[src/rtl/lc_mem_burst_seq_pkg.sv]
// rtl/lc_mem_burst_seq_pkg.sv - shared memory widths and FSM state encodings for the burst sequencer
`ifndef LC_MEM_ADDR_WIDTH
`define LC_MEM_ADDR_WIDTH 30
`endif
`ifndef LC_MEM_DATA_WIDTH
`define LC_MEM_DATA_WIDTH 32
`endif

package lc_mem_burst_seq_pkg;

  localparam int ADDR_WIDTH = `LC_MEM_ADDR_WIDTH;
  localparam int DATA_WIDTH = `LC_MEM_DATA_WIDTH;

  typedef enum logic [2:0] {
    ST_IDLE    = 3'd0,
    ST_WFETCH  = 3'd1,
    ST_REQ     = 3'd2,
    ST_RELEASE = 3'd3,
    ST_RDOUT   = 3'd4,
    ST_NEXT    = 3'd5
  } state_e;

endpackage

[src/rtl/lc_mem_burst_seq_if.sv]
// rtl/lc_mem_burst_seq_if.sv - command, data stream and memory handshake bundle of the burst sequencer
interface lc_mem_burst_seq_if #(
  parameter int LEN_WIDTH = 8
);
  import lc_mem_burst_seq_pkg::*;

  logic                  CMD_VALID;
  logic                  CMD_READY;
  logic                  CMD_WRITE;
  logic [ADDR_WIDTH-1:0] CMD_ADDR;
  logic [LEN_WIDTH-1:0]  CMD_LEN;
  logic                  WDATA_VALID;
  logic [DATA_WIDTH-1:0] WDATA;
  logic                  WDATA_READY;
  logic                  RDATA_VALID;
  logic [DATA_WIDTH-1:0] RDATA;
  logic                  RDATA_READY;
  logic                  MEM_REQ;
  logic                  MEM_WRITE;
  logic [ADDR_WIDTH-1:0] ADDR;
  logic [DATA_WIDTH-1:0] DATA_IN;
  logic [DATA_WIDTH-1:0] DATA_OUT;
  logic                  MEM_ACK_OUT;
  logic                  BUSY;
  logic                  DONE;
  logic                  ERR;

  // sequencer side
  modport slave (
    input  CMD_VALID, CMD_WRITE, CMD_ADDR, CMD_LEN, WDATA_VALID, WDATA, RDATA_READY,
           DATA_OUT, MEM_ACK_OUT,
    output CMD_READY, WDATA_READY, RDATA_VALID, RDATA, MEM_REQ, MEM_WRITE, ADDR, DATA_IN,
           BUSY, DONE, ERR
  );

  // command source, stream endpoints and memory controller side
  modport master (
    output CMD_VALID, CMD_WRITE, CMD_ADDR, CMD_LEN, WDATA_VALID, WDATA, RDATA_READY,
           DATA_OUT, MEM_ACK_OUT,
    input  CMD_READY, WDATA_READY, RDATA_VALID, RDATA, MEM_REQ, MEM_WRITE, ADDR, DATA_IN,
           BUSY, DONE, ERR
  );

endinterface

[src/rtl/lc_mem_burst_seq_timer.sv]
// rtl/lc_mem_burst_seq_timer.sv - wait-cycle counter for the handshake timeout, present only with LC_MEM_BURST_TIMEOUT_EN
`ifdef LC_MEM_BURST_TIMEOUT_EN
module lc_mem_burst_seq_timer #(
  parameter int TIMEOUT_CYCLES = 255
) (
  input  logic CLK,
  input  logic RESETn,
  input  logic clear,
  input  logic en,
  output logic expire
);

  localparam int CW = $clog2(TIMEOUT_CYCLES + 1);

  logic [CW-1:0] cnt_q, cnt_d;

  // expire fires on the TIMEOUT_CYCLES-th consecutive enabled cycle
  assign expire = en && (cnt_q == CW'(TIMEOUT_CYCLES - 1));

  // restart on every state change, otherwise count enabled cycles
  always_comb begin
    cnt_d = cnt_q;
    if (clear) begin
      cnt_d = '0;
    end else if (en && !expire) begin
      cnt_d = cnt_q + 1'b1;
    end
  end

  // counter register
  always_ff @(posedge CLK or negedge RESETn) begin
    if (!RESETn) begin
      cnt_q <= '0;
    end else begin
      cnt_q <= cnt_d;
    end
  end

endmodule
`endif

[src/rtl/lc_mem_burst_seq.sv]
// rtl/lc_mem_burst_seq.sv - burst sequencer, one four-phase MEM_REQ/MEM_ACK per word; LC_MEM_BURST_TIMEOUT_EN adds an ACK timeout
module lc_mem_burst_seq
  import lc_mem_burst_seq_pkg::*;
#(
  parameter int LEN_WIDTH = 8
`ifdef LC_MEM_BURST_TIMEOUT_EN
  ,
  parameter int TIMEOUT_CYCLES = 255
`endif
) (
  input logic               CLK,
  input logic               RESETn,
  lc_mem_burst_seq_if.slave bus
);

  state_e                state_q, state_d;
  logic [ADDR_WIDTH-1:0] addr_q, addr_d;
  logic [LEN_WIDTH-1:0]  rem_q, rem_d;
  logic                  write_q, write_d;
  logic [DATA_WIDTH-1:0] data_in_q, data_in_d;
  logic [DATA_WIDTH-1:0] rdata_q, rdata_d;
  logic                  armed_q, armed_d;
  logic                  done_q, done_d;
  logic                  timeout;

`ifdef LC_MEM_BURST_TIMEOUT_EN
  logic err_q, err_d;

  lc_mem_burst_seq_timer #(
    .TIMEOUT_CYCLES(TIMEOUT_CYCLES)
  ) u_timer (
    .CLK    (CLK),
    .RESETn (RESETn),
    .clear  (state_d != state_q),
    .en     ((state_q == ST_REQ) || (state_q == ST_RELEASE)),
    .expire (timeout)
  );

  // sticky error: set by a timeout, cleared when the next command is taken
  always_comb begin
    err_d = err_q;
    if ((state_q == ST_IDLE) && bus.CMD_VALID) begin
      err_d = 1'b0;
    end else if (timeout) begin
      err_d = 1'b1;
    end
  end

  // error flag register
  always_ff @(posedge CLK or negedge RESETn) begin
    if (!RESETn) begin
      err_q <= 1'b0;
    end else begin
      err_q <= err_d;
    end
  end

  assign bus.ERR = err_q;
`else
  assign timeout = 1'b0;
  assign bus.ERR = 1'b0;
`endif

  // next-state and datapath for the per-word handshake sequence
  always_comb begin
    state_d   = state_q;
    addr_d    = addr_q;
    rem_d     = rem_q;
    write_d   = write_q;
    data_in_d = data_in_q;
    rdata_d   = rdata_q;
    done_d    = 1'b0;
    armed_d   = 1'b0;

    case (state_q)
      ST_IDLE: begin
        if (bus.CMD_VALID) begin
          addr_d  = bus.CMD_ADDR;
          rem_d   = bus.CMD_LEN;
          write_d = bus.CMD_WRITE;
          state_d = bus.CMD_WRITE ? ST_WFETCH : ST_REQ;
        end
      end
      ST_WFETCH: begin
        if (bus.WDATA_VALID) begin
          data_in_d = bus.WDATA;
          state_d   = ST_REQ;
        end
      end
      ST_REQ: begin
        // only a rising ACK observed after the request was armed completes the word
        if (armed_q && bus.MEM_ACK_OUT) begin
          if (!write_q) begin
            rdata_d = bus.DATA_OUT;
          end
          state_d = ST_RELEASE;
        end
      end
      ST_RELEASE: begin
        if (!bus.MEM_ACK_OUT) begin
          state_d = write_q ? ST_NEXT : ST_RDOUT;
        end
      end
      ST_RDOUT: begin
        if (bus.RDATA_READY) begin
          state_d = ST_NEXT;
        end
      end
      ST_NEXT: begin
        if (rem_q == '0) begin
          state_d = ST_IDLE;
          done_d  = 1'b1;
        end else begin
          addr_d  = addr_q + 1'b1;
          rem_d   = rem_q - 1'b1;
          state_d = write_q ? ST_WFETCH : ST_REQ;
        end
      end
      default: begin
        state_d = ST_IDLE;
      end
    endcase

    // abandoning the burst on a stuck handshake still reports completion
    if (timeout) begin
      state_d = ST_IDLE;
      done_d  = 1'b1;
    end

    // arm the request only once ACK has been seen low, so MEM_REQ never rises into a high ACK
    if (state_d == ST_REQ) begin
      armed_d = (state_q == ST_REQ) ? (armed_q | ~bus.MEM_ACK_OUT) : ~bus.MEM_ACK_OUT;
    end
  end

  // state and datapath registers, cleared asynchronously so MEM_REQ drops at once on reset
  always_ff @(posedge CLK or negedge RESETn) begin
    if (!RESETn) begin
      state_q   <= ST_IDLE;
      addr_q    <= '0;
      rem_q     <= '0;
      write_q   <= 1'b0;
      data_in_q <= '0;
      rdata_q   <= '0;
      armed_q   <= 1'b0;
      done_q    <= 1'b0;
    end else begin
      state_q   <= state_d;
      addr_q    <= addr_d;
      rem_q     <= rem_d;
      write_q   <= write_d;
      data_in_q <= data_in_d;
      rdata_q   <= rdata_d;
      armed_q   <= armed_d;
      done_q    <= done_d;
    end
  end

  assign bus.CMD_READY   = (state_q == ST_IDLE);
  assign bus.BUSY        = (state_q != ST_IDLE);
  assign bus.WDATA_READY = (state_q == ST_WFETCH);
  assign bus.RDATA_VALID = (state_q == ST_RDOUT);
  assign bus.RDATA       = rdata_q;
  assign bus.MEM_REQ     = (state_q == ST_REQ) && armed_q;
  assign bus.MEM_WRITE   = write_q;
  assign bus.ADDR        = addr_q;
  assign bus.DATA_IN     = data_in_q;
  assign bus.DONE        = done_q;

endmodule

[src/flat_wrapper.sv]
// flat-port wrapper written by rule: the top's interface ports become plain ports
module lc_mem_burst_seq_flat import lc_mem_burst_seq_pkg::*;
#(
  parameter int LEN_WIDTH = 8

)
  (CLK, RESETn, bus_CMD_VALID, bus_CMD_WRITE, bus_CMD_ADDR, bus_CMD_LEN, bus_WDATA_VALID, bus_WDATA, bus_RDATA_READY, bus_DATA_OUT, bus_MEM_ACK_OUT, bus_CMD_READY, bus_WDATA_READY, bus_RDATA_VALID, bus_RDATA, bus_MEM_REQ, bus_MEM_WRITE, bus_ADDR, bus_DATA_IN, bus_BUSY, bus_DONE, bus_ERR);
  lc_mem_burst_seq_if #(.LEN_WIDTH(LEN_WIDTH)) bus_i ();
  input logic CLK;
  input logic RESETn;
  input wire logic [$bits(bus_i.CMD_VALID)-1:0] bus_CMD_VALID;
  input wire logic [$bits(bus_i.CMD_WRITE)-1:0] bus_CMD_WRITE;
  input wire logic [$bits(bus_i.CMD_ADDR)-1:0] bus_CMD_ADDR;
  input wire logic [$bits(bus_i.CMD_LEN)-1:0] bus_CMD_LEN;
  input wire logic [$bits(bus_i.WDATA_VALID)-1:0] bus_WDATA_VALID;
  input wire logic [$bits(bus_i.WDATA)-1:0] bus_WDATA;
  input wire logic [$bits(bus_i.RDATA_READY)-1:0] bus_RDATA_READY;
  input wire logic [$bits(bus_i.DATA_OUT)-1:0] bus_DATA_OUT;
  input wire logic [$bits(bus_i.MEM_ACK_OUT)-1:0] bus_MEM_ACK_OUT;
  output wire logic [$bits(bus_i.CMD_READY)-1:0] bus_CMD_READY;
  output wire logic [$bits(bus_i.WDATA_READY)-1:0] bus_WDATA_READY;
  output wire logic [$bits(bus_i.RDATA_VALID)-1:0] bus_RDATA_VALID;
  output wire logic [$bits(bus_i.RDATA)-1:0] bus_RDATA;
  output wire logic [$bits(bus_i.MEM_REQ)-1:0] bus_MEM_REQ;
  output wire logic [$bits(bus_i.MEM_WRITE)-1:0] bus_MEM_WRITE;
  output wire logic [$bits(bus_i.ADDR)-1:0] bus_ADDR;
  output wire logic [$bits(bus_i.DATA_IN)-1:0] bus_DATA_IN;
  output wire logic [$bits(bus_i.BUSY)-1:0] bus_BUSY;
  output wire logic [$bits(bus_i.DONE)-1:0] bus_DONE;
  output wire logic [$bits(bus_i.ERR)-1:0] bus_ERR;
  assign bus_i.CMD_VALID = bus_CMD_VALID;
  assign bus_i.CMD_WRITE = bus_CMD_WRITE;
  assign bus_i.CMD_ADDR = bus_CMD_ADDR;
  assign bus_i.CMD_LEN = bus_CMD_LEN;
  assign bus_i.WDATA_VALID = bus_WDATA_VALID;
  assign bus_i.WDATA = bus_WDATA;
  assign bus_i.RDATA_READY = bus_RDATA_READY;
  assign bus_i.DATA_OUT = bus_DATA_OUT;
  assign bus_i.MEM_ACK_OUT = bus_MEM_ACK_OUT;
  assign bus_CMD_READY = bus_i.CMD_READY;
  assign bus_WDATA_READY = bus_i.WDATA_READY;
  assign bus_RDATA_VALID = bus_i.RDATA_VALID;
  assign bus_RDATA = bus_i.RDATA;
  assign bus_MEM_REQ = bus_i.MEM_REQ;
  assign bus_MEM_WRITE = bus_i.MEM_WRITE;
  assign bus_ADDR = bus_i.ADDR;
  assign bus_DATA_IN = bus_i.DATA_IN;
  assign bus_BUSY = bus_i.BUSY;
  assign bus_DONE = bus_i.DONE;
  assign bus_ERR = bus_i.ERR;
  lc_mem_burst_seq #(.LEN_WIDTH(LEN_WIDTH)) u_core (.CLK(CLK), .RESETn(RESETn), .bus(bus_i));
endmodule
[config.mk]
export PLATFORM = sky130hd
export DESIGN_NAME = lc_mem_burst_seq_flat
export DESIGN_NICKNAME = d
export VERILOG_FILES = /design/src/rtl/lc_mem_burst_seq_pkg.sv /design/src/rtl/lc_mem_burst_seq_if.sv /design/src/rtl/lc_mem_burst_seq_timer.sv /design/src/rtl/lc_mem_burst_seq.sv /design/src/flat_wrapper.sv
export SDC_FILE = /design/constraint.sdc
export NUM_CORES = 1
export LEC_CHECK = 0
export ABC_AREA = 1
export BUFFER_PORTS_ARGS = -buffer_cell sky130_fd_sc_hd__buf_2
export CAP_MARGIN = 20
export CORE_ASPECT_RATIO = 1.25
export CORE_MARGIN = 5
export CORE_UTILIZATION = 25
export DETAILED_ROUTE_END_ITERATION = 12
export GPL_TIMING_DRIVEN = 0
export SETUP_SLACK_MARGIN = 0.05
export SYNTH_ARGS = -nofsm -noshare
export SYNTH_HDL_FRONTEND = slang
export SYNTH_HIERARCHICAL = 1
export SYNTH_SLANG_ARGS = --single-unit
[constraint.sdc]
create_clock -name CLK -period 2.45 [get_ports CLK]
set_clock_uncertainty 0.1 [all_clocks]
set_input_delay 0.1225 -clock CLK [delete_from_list [all_inputs] [get_ports CLK]]
set_output_delay 0.1225 -clock CLK [all_outputs]
set_load 0.02 [all_outputs]
==> qor.csv, run 1 <==
metric,value,unit
outcome,"finished, final reports clean",
dpl ws,468.8,ps
CTS buffer count,9,
Core Box Area,22810,um2
starting density of the core,25.10,%
Ant. Diodes,0,
syn_nets,854,
largest net degree at the start of global routing,62,
final hold viol count,0,
die area,26040,um2
clock period minus worst slack,1959,ps
Slew Limit Fails,0,
vias in the first global route,6211,
share of cells above drive strength 1,28.49,%
clk sink count,108,
Final Util,36.69,%
crit end category,flip-flop,
crit-path cells,"ha_1, nand2_1, nor2_1, nand2_1, nor2_1, nand2_1, nand2_1, nand3_1, nand2_1, nand2_1",
Final period util,79.96,%
"Worst Path Class, Setup",reg2reg,
number of synthesized register bits,108,
Layout Cells excl Fill,1348,
Post-Route WL,19330,um
first-pass GRT wire length,31860,um
RSZ-0062 raised after global routing,false,
final worst slack,491.1,ps
Tot Pwr,9.544,mW
dpl cell area,7164,um2
"Slowest-stage cell, CP",dfrtp_1,
Worst VDD drop,0.4918,mV
vias,5836,
Worst path max stage delay,440,ps
Cell Rows,62,
fin area,8368,um2
Worst Tran Pin Value,813.2,ps
I/O pin cnt,211,
Pre-antenna DRT Iters,5,
mux contribution to synthesized area,6.295,%
Skew-Pair Late Insertion Delay,360,ps
sequential area share after synthesis,47.21,%
Max-Cap Viols,0,
IO Port Bufs,209,
post-DR vias/cell,4.329,
Post-Synth XOR/XNOR Area,0.6120,%
Worst Setup Start Kind,flip-flop,
Hold WC Path Type,in2reg,
synthesized area per cell,7.704,um2
relative slew slack,45.79,%
Synth Area in Compound Gates,8.175,%
global router's overall resource usage,14.92,%
Placed Cells,1241,
global placer's final weighted congestion,0.8984,
grt ovf,0,
CP max FO,6,
Pleak,4.365,nW
adder-cell share of the synthesized area,0.4372,%
DP HPWL,14030,um
"Cell Area, Synth",5724,um2
PwrDens,1141,nW/um2
DR WL/cell,14.34,um
YS warnings,6,
Yosys cell types,33,
Die Y,179.2,um
initial antenna violation count,0,
"Setup Fix Bufs, Post-CTS",0,
1st-iter DRT viols,274,
cells after synthesis,743,
Setup Viol. Count Final,0,
main combinational cell family by area after synthesis,simple AND/OR/NAND/NOR gates,
post-route ant nets,0,
"most used cell, CP",nand2_1,
simple logic cell fraction of the synthesized area,27.80,%
clk slew on worst S/H paths,90,ps
clk buf depth,2,
Area Growth Syn to Fin,46.19,%
CTS tree,built,
DR DRC count,0,
CP arrival,2110,ps
Die Wd,145.3,um
CTS root buf,clkbuf_16,
Nets,1167,
H-Tree Depth,3,
max frequency,510.5,MHz
Worst Path Required,2600,ps
[timing repair]
action	4_1_cts	5_1_grt
resized for setup	0	0
hold endpoints to repair	138	0
hold buffers	92	0
[Yosys cell counts, drive strengths merged]
master | number | share of area, %
a21oi | 17 | 2.1
buf | 19 | 2.1
clkbuf | 6 | 0.39
conb | 1 | 0.066
dfrtp | 108 | 47
ha | 2 | 0.44
inv | 104 | 6.9
mux2 | 32 | 6.3
nand2 | 247 | 16
nand3 | 55 | 5.4
nand3b | 1 | 0.13
nand4 | 3 | 0.33
nor2 | 66 | 4.4
nor3 | 4 | 0.55
o211ai | 1 | 0.13
o21a | 1 | 0.13
o21ai | 63 | 5.5
o21bai | 2 | 0.26
or2 | 7 | 0.76
xnor2 | 2 | 0.31
xor2 | 2 | 0.31
[final timing paths]
path                                                   from                                 end  slack (ps)  cells past startpoint
setup / recovery             u_core/bus.ADDR[0]$_DFFE_PN0P_     u_core/bus.ADDR[28]$_DFFE_PN0P_         490                     10
hold / removal                               bus_CMD_LEN[0]         u_core/rem_q[0]$_DFFE_PN0P_          10                      5
setup reg to reg             u_core/bus.ADDR[0]$_DFFE_PN0P_     u_core/bus.ADDR[28]$_DFFE_PN0P_         490                     10
hold reg to reg            u_core/bus.RDATA[13]$_DFFE_PN0P_    u_core/bus.RDATA[13]$_DFFE_PN0P_         390                      2
max in group asynchronous                            RESETn  u_core/bus.DATA_IN[14]$_DFFE_PN0P_        1400                      3
min in group asynchronous                            RESETn     u_core/bus.ADDR[29]$_DFFE_PN0P_         170                      2
[cell families after synthesis]
family | Yosys count
simple gates | 383
buf+inv | 129
flops | 108
compound gates | 84
mux | 32
xor+xnor | 4
fa+ha+maj | 2
other cells | 1
[worst max-delay path, delay by kind of cell (launching register included)]
kind,cells,cell delay [ps]
and+or+nand+nor,9,1080
adders and majority gates,1,240
DFF,1,440
[state kept, by name, summed over array words and instances (netlist names)]
| register | cells |
|---|---|
| u_core/bus.ADDR | 30 |
| u_core/armed_q | 1 |
| u_core/state_q | 3 |
| u_core/bus.DONE | 1 |
| u_core/bus.DATA_IN | 32 |
| u_core/bus.RDATA | 32 |
| u_core/bus.MEM_WRITE | 1 |
| u_core/rem_q | 8 |
[placed cells by master (no fill, tap or decap), types with 2 or more instances in the layout]
cell	Yosys	final
o21bai_1	2	2
xnor2_1	2	2
buf_2	11	219
clkbuf_16	0	9
buf_1	2	2
nand3_4	2	2
inv_2	3	3
buf_6	4	5
o21ai_0	53	53
inv_1	100	100
inv_8	0	2
a21oi_1	7	7
a21oi_2	10	10
or2_2	7	7
clkbuf_1	6	6
nor3_1	3	3
nand4_1	3	3
nand3_2	2	2
dlygate4sd3_1	0	92
xor2_1	2	2
nor2_1	65	65
mux2_2	32	32
nand2_1	246	246
dfrtp_1	108	108
nand3_1	51	51
o21ai_1	10	10
ha_1	2	2
buf_4	2	2
clkinv_4	0	3
[final cells by class]
class,instances,area [um2]
fillers,2414,14440
flip-flops and latches,108,2703
multi-input cells,506,2484
repair buffers,302,2001
inverters,104,392.9
well taps,288,360.3
clock buffers,9,225.2
plain buffers,25,145.1
clock inverters,6,57.56
[routing by layer]
metal | vias up | wire, um | track usage (%)
li1 | 2941 | - | -
met5 | - | 0 | 0
met2 | 210 | 9593 | 26.08
met1 | 2661 | 8033 | 17.85
met4 | 0 | 317 | 4.782
met3 | 24 | 1385 | 4.096
[power breakdown]
group          total, mW  internal, mW  leakage [nW]  switching, mW
Sequential          3.39          2.66          1.34          0.730
Clock               1.46         0.710         0.140          0.745
Combinational       4.70          1.74          2.88           2.96
[metrics by stage]
step	hold slack [ps]	setup TNS, ps
final	10.92	0
after global routing	27.16	0
after CTS	0.9397	0
after detailed placement	6.745	0
after global placement	253.6	-34890
after floorplan	-273.1	0
Note: power is estimated with default switching activity, not from simulation.
==> inputs of run 2 (changes only) <==
- clock period: 2.45 -> 1.8 ns (I/O delays scaled with it)
==> run 2 against run 1 <==
Sequential power grew 37%; register-to-register slack got worse by 360 ps; fmax increased by 17%; final cell count grew 1.8%; global-route usage grew 0.26 points; non-clock buffer count rose by 24; clock power grew 36%; utilization grew 1.8 points; combinational power grew 50%; critical endpoint is now u_core/bus.ADDR[13]$_DFFE_PN0P_.
==> qor.csv, run 2 (synthesis results as in run 1) <==
metric,value,unit,change
global placer's final weighted congestion,0.8984,,unchanged
FF-to-FF setup slack,130,ps,was 490 ps
worst r2r path cells,10,,unchanged
r2r endpoint,u_core/bus.ADDR[13]$_DFFE_PN0P_,,was u_core/bus.ADDR[28]$_DFFE_PN0P_
H-Tree Depth,3,,unchanged
Worst VDD drop,0.6714,mV,was 0.4918 mV
Ant. Diodes,0,,unchanged
global router's overall resource usage,15.18,%,was 14.92%
RSZ-0062 raised after global routing,true,,was false
Skew-Pair Late Insertion Delay,360,ps,about the same
"commonest non-fill, non-tap cell in the layout",nand2_1,,unchanged
"Worst Path Class, Setup",reg2reg,,unchanged
Worst Path Required,1940,ps,was 2600 ps
Die Y,179.2,um,unchanged
first-pass GRT wire length,32390,um,was 31860 um
Hold EP,u_core/bus.ADDR[2]$_DFFE_PN0P_,,was u_core/rem_q[0]$_DFFE_PN0P_
worst hold slack,23.38,ps,was 10.92 ps
crit end category,flip-flop,,unchanged
max frequency,598.5,MHz,was 510.5 MHz
DP HPWL,14030,um,unchanged
Hold WC Path Type,in2reg,,unchanged
CTS root buf,clkbuf_16,,unchanged
share of cells above drive strength 1,32.84,%,was 28.49%
outcome,"finished, final reports clean",,unchanged
worst hold start,bus_CMD_ADDR[2],,was bus_CMD_LEN[0]
CP arrival,1810,ps,was 2110 ps
Post-Route WL,19840,um,was 19330 um
clk slew on worst S/H paths,90,ps,about the same
Core Box Area,22810,um2,unchanged
DR WL/cell,14.46,um,was 14.34 um
FF-to-FF Start,u_core/rem_q[0]$_DFFE_PN0P_,,was u_core/bus.ADDR[0]$_DFFE_PN0P_
Final period util,92.82,%,was 79.96%
clock period minus worst slack,1671,ps,was 1959 ps
Setup Viol. Count Final,0,,unchanged
register share of total power,33.9,%,was 35.5%
Final Util,38.53,%,was 36.69%
Pleak,4.526,nW,was 4.365 nW
Nets,1191,,was 1167
Max-Cap Viols,0,,unchanged
CTS buffer count,9,,unchanged
clk sink count,108,,unchanged
DR DRC count,0,,unchanged
clk buf depth,2,,unchanged
Area Growth Syn to Fin,53.51,%,was 46.19%
WHS Path Cells,4,,was 5
Slew Limit Fails,0,,unchanged
post-DR vias/cell,4.349,,was 4.329
most frequent cells in the layout,"240 x nand2_1, 218 x buf_2, 104 x dfrtp_1, 102 x dlygate4sd3_1, 96 x inv_1",,"was 246 x nand2_1, 219 x buf_2, 108 x dfrtp_1, 100 x inv_1, 92 x dlygate4sd3_1"
CP max FO,10,,was 6
NetSw,6.302,mW,was 4.438 mW
post-route ant nets,0,,unchanged
die area,26040,um2,unchanged
Die Wd,145.3,um,unchanged
Worst Setup Start Kind,flip-flop,,unchanged
CTS tree,built,,unchanged
I/O pin cnt,211,,unchanged
clock share of power,14.6,%,was 15.3%
setup TNS,0,ps,unchanged
PwrDens,1553,nW/um2,was 1141 nW/um2
Switching Fraction,46.19,%,was 46.50%
vias,5967,,was 5836
vias in the first global route,6288,,was 6211
Pre-antenna DRT Iters,5,,unchanged
Layout Cells excl Fill,1372,,was 1348
1st-iter DRT viols,261,,was 274
Placed Cells,1241,,unchanged
IO Port Bufs,209,,unchanged
largest net degree at the start of global routing,62,,unchanged
initial antenna violation count,0,,unchanged
starting density of the core,25.10,%,unchanged
final hold viol count,0,,unchanged
grt ovf,0,,unchanged
Cell Rows,62,,unchanged
internal cell power,7.342,mW,was 5.106 mW
logic gate share of total power,51.5,%,was 49.2%
-- run 2: cell types whose count changed in the layout (fill, tap and decap cells not counted), sizes merged --
cell,delta
dlygate4sd3,+10
buf,+12
clkbuf,+2
-- run 2: worst max-delay path by stage --
stage                                                     to                             from  depth (start not counted)  slack [ps]
final                        u_core/bus.ADDR[13]$_DFFE_PN0P_      u_core/rem_q[0]$_DFFE_PN0P_                         10         130
after global routing         u_core/bus.ADDR[29]$_DFFE_PN0P_  u_core/bus.ADDR[12]$_DFFE_PN0P_                          9          30
after CTS                        u_core/rem_q[6]$_DFFE_PN0P_      u_core/state_q[0]$_DFF_PN0_                          9          20
after detailed placement     u_core/bus.ADDR[27]$_DFFE_PN0P_   u_core/bus.ADDR[2]$_DFFE_PN0P_                          9        -180
after global placement    u_core/bus.DATA_IN[28]$_DFFE_PN0P_                           RESETn                          1        -950
after floorplan              u_core/bus.ADDR[28]$_DFFE_PN0P_   u_core/bus.ADDR[0]$_DFFE_PN0P_                         10          60
-- run 2: through the flow --
stage | area, um2 | total power [mW] | setup slack, ps
global placement | 7131 | 10.78 | -949.9
detailed placement | 7164 | 10.93 | -181.2
global route | 8787 | 14.71 | 32.95
floorplan | 5724 | 8.635 | 63.48
finish | 8787 | 13.64 | 129.3
CTS | 8598 | 13.35 | 17.51
-- run 2: area by class of cell --
| cell class | instances | area, um2 |
|---|---|---|
| Buffer | 25 | 173.9 |
| Clock buffer | 9 | 225.2 |
| Clock inverter | 6 | 57.56 |
| Fill cell | 2394 | 14020 |
| Inverter | 104 | 400.4 |
| Multi-Input combinational cell | 506 | 2626 |
| Sequential cell | 108 | 2708 |
| Tap cell | 288 | 360.3 |
| Timing Repair Buffer | 326 | 2236 |
-- run 2: power groups by stage --
stage,clock [mW],combinational [mW],sequential [mW]
2_1_floorplan,0,2.86,5.78
3_3_place_gp,0,6.17,4.61
3_5_place_dp,0,6.29,4.64
4_1_cts,2.06,6.67,4.62
5_1_grt,2.14,7.74,4.82
6_report,1.99,7.03,4.63
-- run 2: per-layer routing --
layer	part of all wire (%)	wire, um	track usage [%]
met5	0	0	0
met4	1.6	327	4.705
met3	7.0	1393	4.147
met2	50	9979	26.60
met1	41	8139	18.20
-- run 2: critical path: stages, from the launching register on --
cell     delay [ps]
dfrtp_1         390
inv_2            90
ha_4            150
nand2_4          60
nor2_4          100
nand3_2         100
nand3_4         170
inv_6            70
buf_6           150
nand3_1          90
nand2_1          60
-- run 2: timing repair --
| action | in CTS | in global routing |
|---|---|---|
| setup buffers | 5 | 8 |
| gates resized for setup | 27 | 38 |
| hold buffers | 102 | 0 |
| cloned | 0 | 1 |
| setup endpoints to repair | 69 | 94 |
| pin swaps | 2 | 8 |
| hold endpoints to repair | 149 | 0 |
==> inputs of run 3 (changes only) <==
- GPL_TIMING_DRIVEN: 0 -> not set
==> run 3 against run 2 <==
First-iteration DRC count up 11%; fmax down 2.7%; global-route usage down 0.87 points; wire length down 3.0%; worst hold slack worse by 5.0 ps; flip-flop and latch count unchanged; critical path depth unchanged; critical endpoint is now u_core/bus.ADDR[24]$_DFFE_PN0P_; final cell count up 0.15%; worst setup slack worse by 46 ps; final area up 1.3%; non-clock buffer count up 1.
==> qor.csv, run 3 (synthesis results as in run 1) <==
metric,value,unit,change
outcome,"finished, final reports clean",,unchanged
Worst VDD drop,0.8652,mV,was 0.6714 mV
Crit. Startpoint,u_core/rem_q[0]$_DFFE_PN0P_,,unchanged
Die Wd,145.3,um,unchanged
H-Tree Depth,3,,unchanged
Cell Rows,62,,unchanged
vias in the first global route,5978,,was 6288
clk slew on worst S/H paths,80,ps,was 90 ps
PwrDens,1575,nW/um2,was 1553 nW/um2
DR WL/cell,14.01,um,was 14.46 um
crit end category,flip-flop,,unchanged
most frequent cells in the layout,"237 x nand2_1, 208 x buf_2, 105 x dfrtp_1, 100 x dlygate4sd3_1, 96 x inv_1",,"was 240 x nand2_1, 218 x buf_2, 104 x dfrtp_1, 102 x dlygate4sd3_1, 96 x inv_1"
global placer's final weighted congestion,0.8374,,was 0.8984
RSZ-0062 raised after global routing,true,,unchanged
FF-to-FF setup slack,80,ps,was 130 ps
clk sink count,108,,unchanged
CTS tree,built,,unchanged
1st-iter DRT viols,289,,was 261
Worst Setup Start Kind,flip-flop,,unchanged
CP arrival,1910,ps,was 1810 ps
Post-Route WL,19240,um,was 19840 um
Final Util,39.03,%,was 38.53%
crit path to,u_core/bus.ADDR[24]$_DFFE_PN0P_,,was u_core/bus.ADDR[13]$_DFFE_PN0P_
Area Growth Syn to Fin,55.52,%,was 53.51%
Die Y,179.2,um,unchanged
Final period util,95.39,%,was 92.82%
DR DRC count,0,,unchanged
vias,6026,,was 5967
max frequency,582.4,MHz,was 598.5 MHz
first-pass GRT wire length,30430,um,was 32390 um
I/O pin cnt,211,,unchanged
Hold WC Path Type,in2reg,,unchanged
grt ovf,0,,unchanged
post-route ant nets,0,,unchanged
final hold viol count,0,,unchanged
clock period minus worst slack,1717,ps,was 1671 ps
global router's overall resource usage,14.31,%,was 15.18%
post-DR vias/cell,4.386,,was 4.349
CTS root buf,clkbuf_16,,unchanged
starting density of the core,25.10,%,unchanged
Skew-Pair Late Insertion Delay,350,ps,was 360 ps
"commonest non-fill, non-tap cell in the layout",nand2_1,,unchanged
IO Port Bufs,209,,unchanged
CP max FO,6,,was 10
die area,26040,um2,unchanged
Slew Limit Fails,0,,unchanged
largest net degree at the start of global routing,65,,was 62
initial antenna violation count,1,,was 0
"Worst Path Class, Setup",reg2reg,,unchanged
CTS buffer count,9,,unchanged
Pleak,4.592,nW,was 4.526 nW
clk buf depth,2,,unchanged
Nets,1192,,was 1191
worst hold start,bus_WDATA_VALID,,was bus_CMD_ADDR[2]
worst r2r path cells,10,,unchanged
DP HPWL,13410,um,was 14030 um
Placed Cells,1248,,was 1241
Core Box Area,22810,um2,unchanged
Layout Cells excl Fill,1374,,was 1372
FF-to-FF Start,u_core/rem_q[0]$_DFFE_PN0P_,,unchanged
r2r endpoint,u_core/bus.ADDR[24]$_DFFE_PN0P_,,was u_core/bus.ADDR[13]$_DFFE_PN0P_
share of cells above drive strength 1,32.72,%,was 32.84%
Max-Cap Viols,0,,unchanged
Pre-antenna DRT Iters,5,,unchanged
Setup Viol. Count Final,0,,unchanged
Worst Path Required,1990,ps,was 1940 ps
==> run 3: changes by cell type in the layout (fill, tap and decap cells not counted), sizes merged <==
cell         delta
clkinvlp        +1
diode           +1
buf             +7
clkinv          -1
clkbuf          -4
dlygate4sd3     -2
==> run 3: final cells by class <==
class                      count  area, um2
tap                          288      360.3
clock buffer                   9      225.2
fill                        2298      13900
sequential                   108       2706
antenna                        1      2.502
timing repair buffer         352       2564
clock inverter                 6      56.30
inverter                     104      402.9
multi-input combinational    506       2585
==> run 3: stage by stage <==
| stage | power [mW] | cell area [um2] | TNS (ps) | hold WS [ps] | worst slack [ps] |
|---|---|---|---|---|---|
| floorplan | 8.635 | 5724 | 0 | -305.6 | 63.48 |
| global placement | 10.89 | 7311 | 0 | 2.174 | 95.59 |
| detailed placement | 11.02 | 7311 | 0 | 1.522 | 25.46 |
| CTS | 13.39 | 8633 | 0 | 0.9052 | 54.48 |
| global route | 15.08 | 8902 | -84.27 | 31.28 | -28.09 |
| finish | 14.02 | 8902 | 0 | 18.41 | 83.05 |
==> run 3: where the power goes <==
part	internal [mW]	switching, mW	leakage, nW
clock	0.964	0.994	0.136
combinational	3.07	4.40	3.12
sequential	3.63	0.971	1.34
total	7.66	6.37	4.59
==> run 3: how the worst min path moves through the flow <==
stage                                      end  slack, ps  cells after the start
3_5_place_dp    u_core/bus.ADDR[7]$_DFFE_PN0P_          2                      2
6_report           u_core/state_q[1]$_DFF_PN0_         20                      5
4_1_cts        u_core/bus.ADDR[10]$_DFFE_PN0P_        0.9                      4
3_3_place_gp   u_core/bus.ADDR[29]$_DFFE_PN0P_          2                      2
5_1_grt        u_core/bus.ADDR[10]$_DFFE_PN0P_         30                      4
2_1_floorplan         u_core/armed_q$_DFF_PN0_       -310                      0
==> run 3: routing by layer <==
layer  track usage [%]  up-vias  wire [um]
met4             4.355        0        378
li1                  -     2989          -
met1             17.23     2798       7873
met3             3.666       27       1351
met2             25.21      212       9640
met5                 0        -          0
==> run 3: repair_timing <==
item | CTS | global route
buffers inserted | 1 | 3
endpoints found under the hold margin | 207 | 0
hold buffers | 100 | 0
cloned | 1 | 5
pin swaps | 1 | 20
resized for setup | 3 | 46
setup endpoints to repair | 7 | 66
==> run 3: worst max-delay path: stages, from the launching register on <==
cell       delay [ps]
dfrtp_1           400
inv_2              90
ha_4              140
nand2_4            50
nor2_4            120
nand3_2           110
nand3_4           200
buf_8             180
clkbuf_16         150
nand2_1            50
nand2_1            60
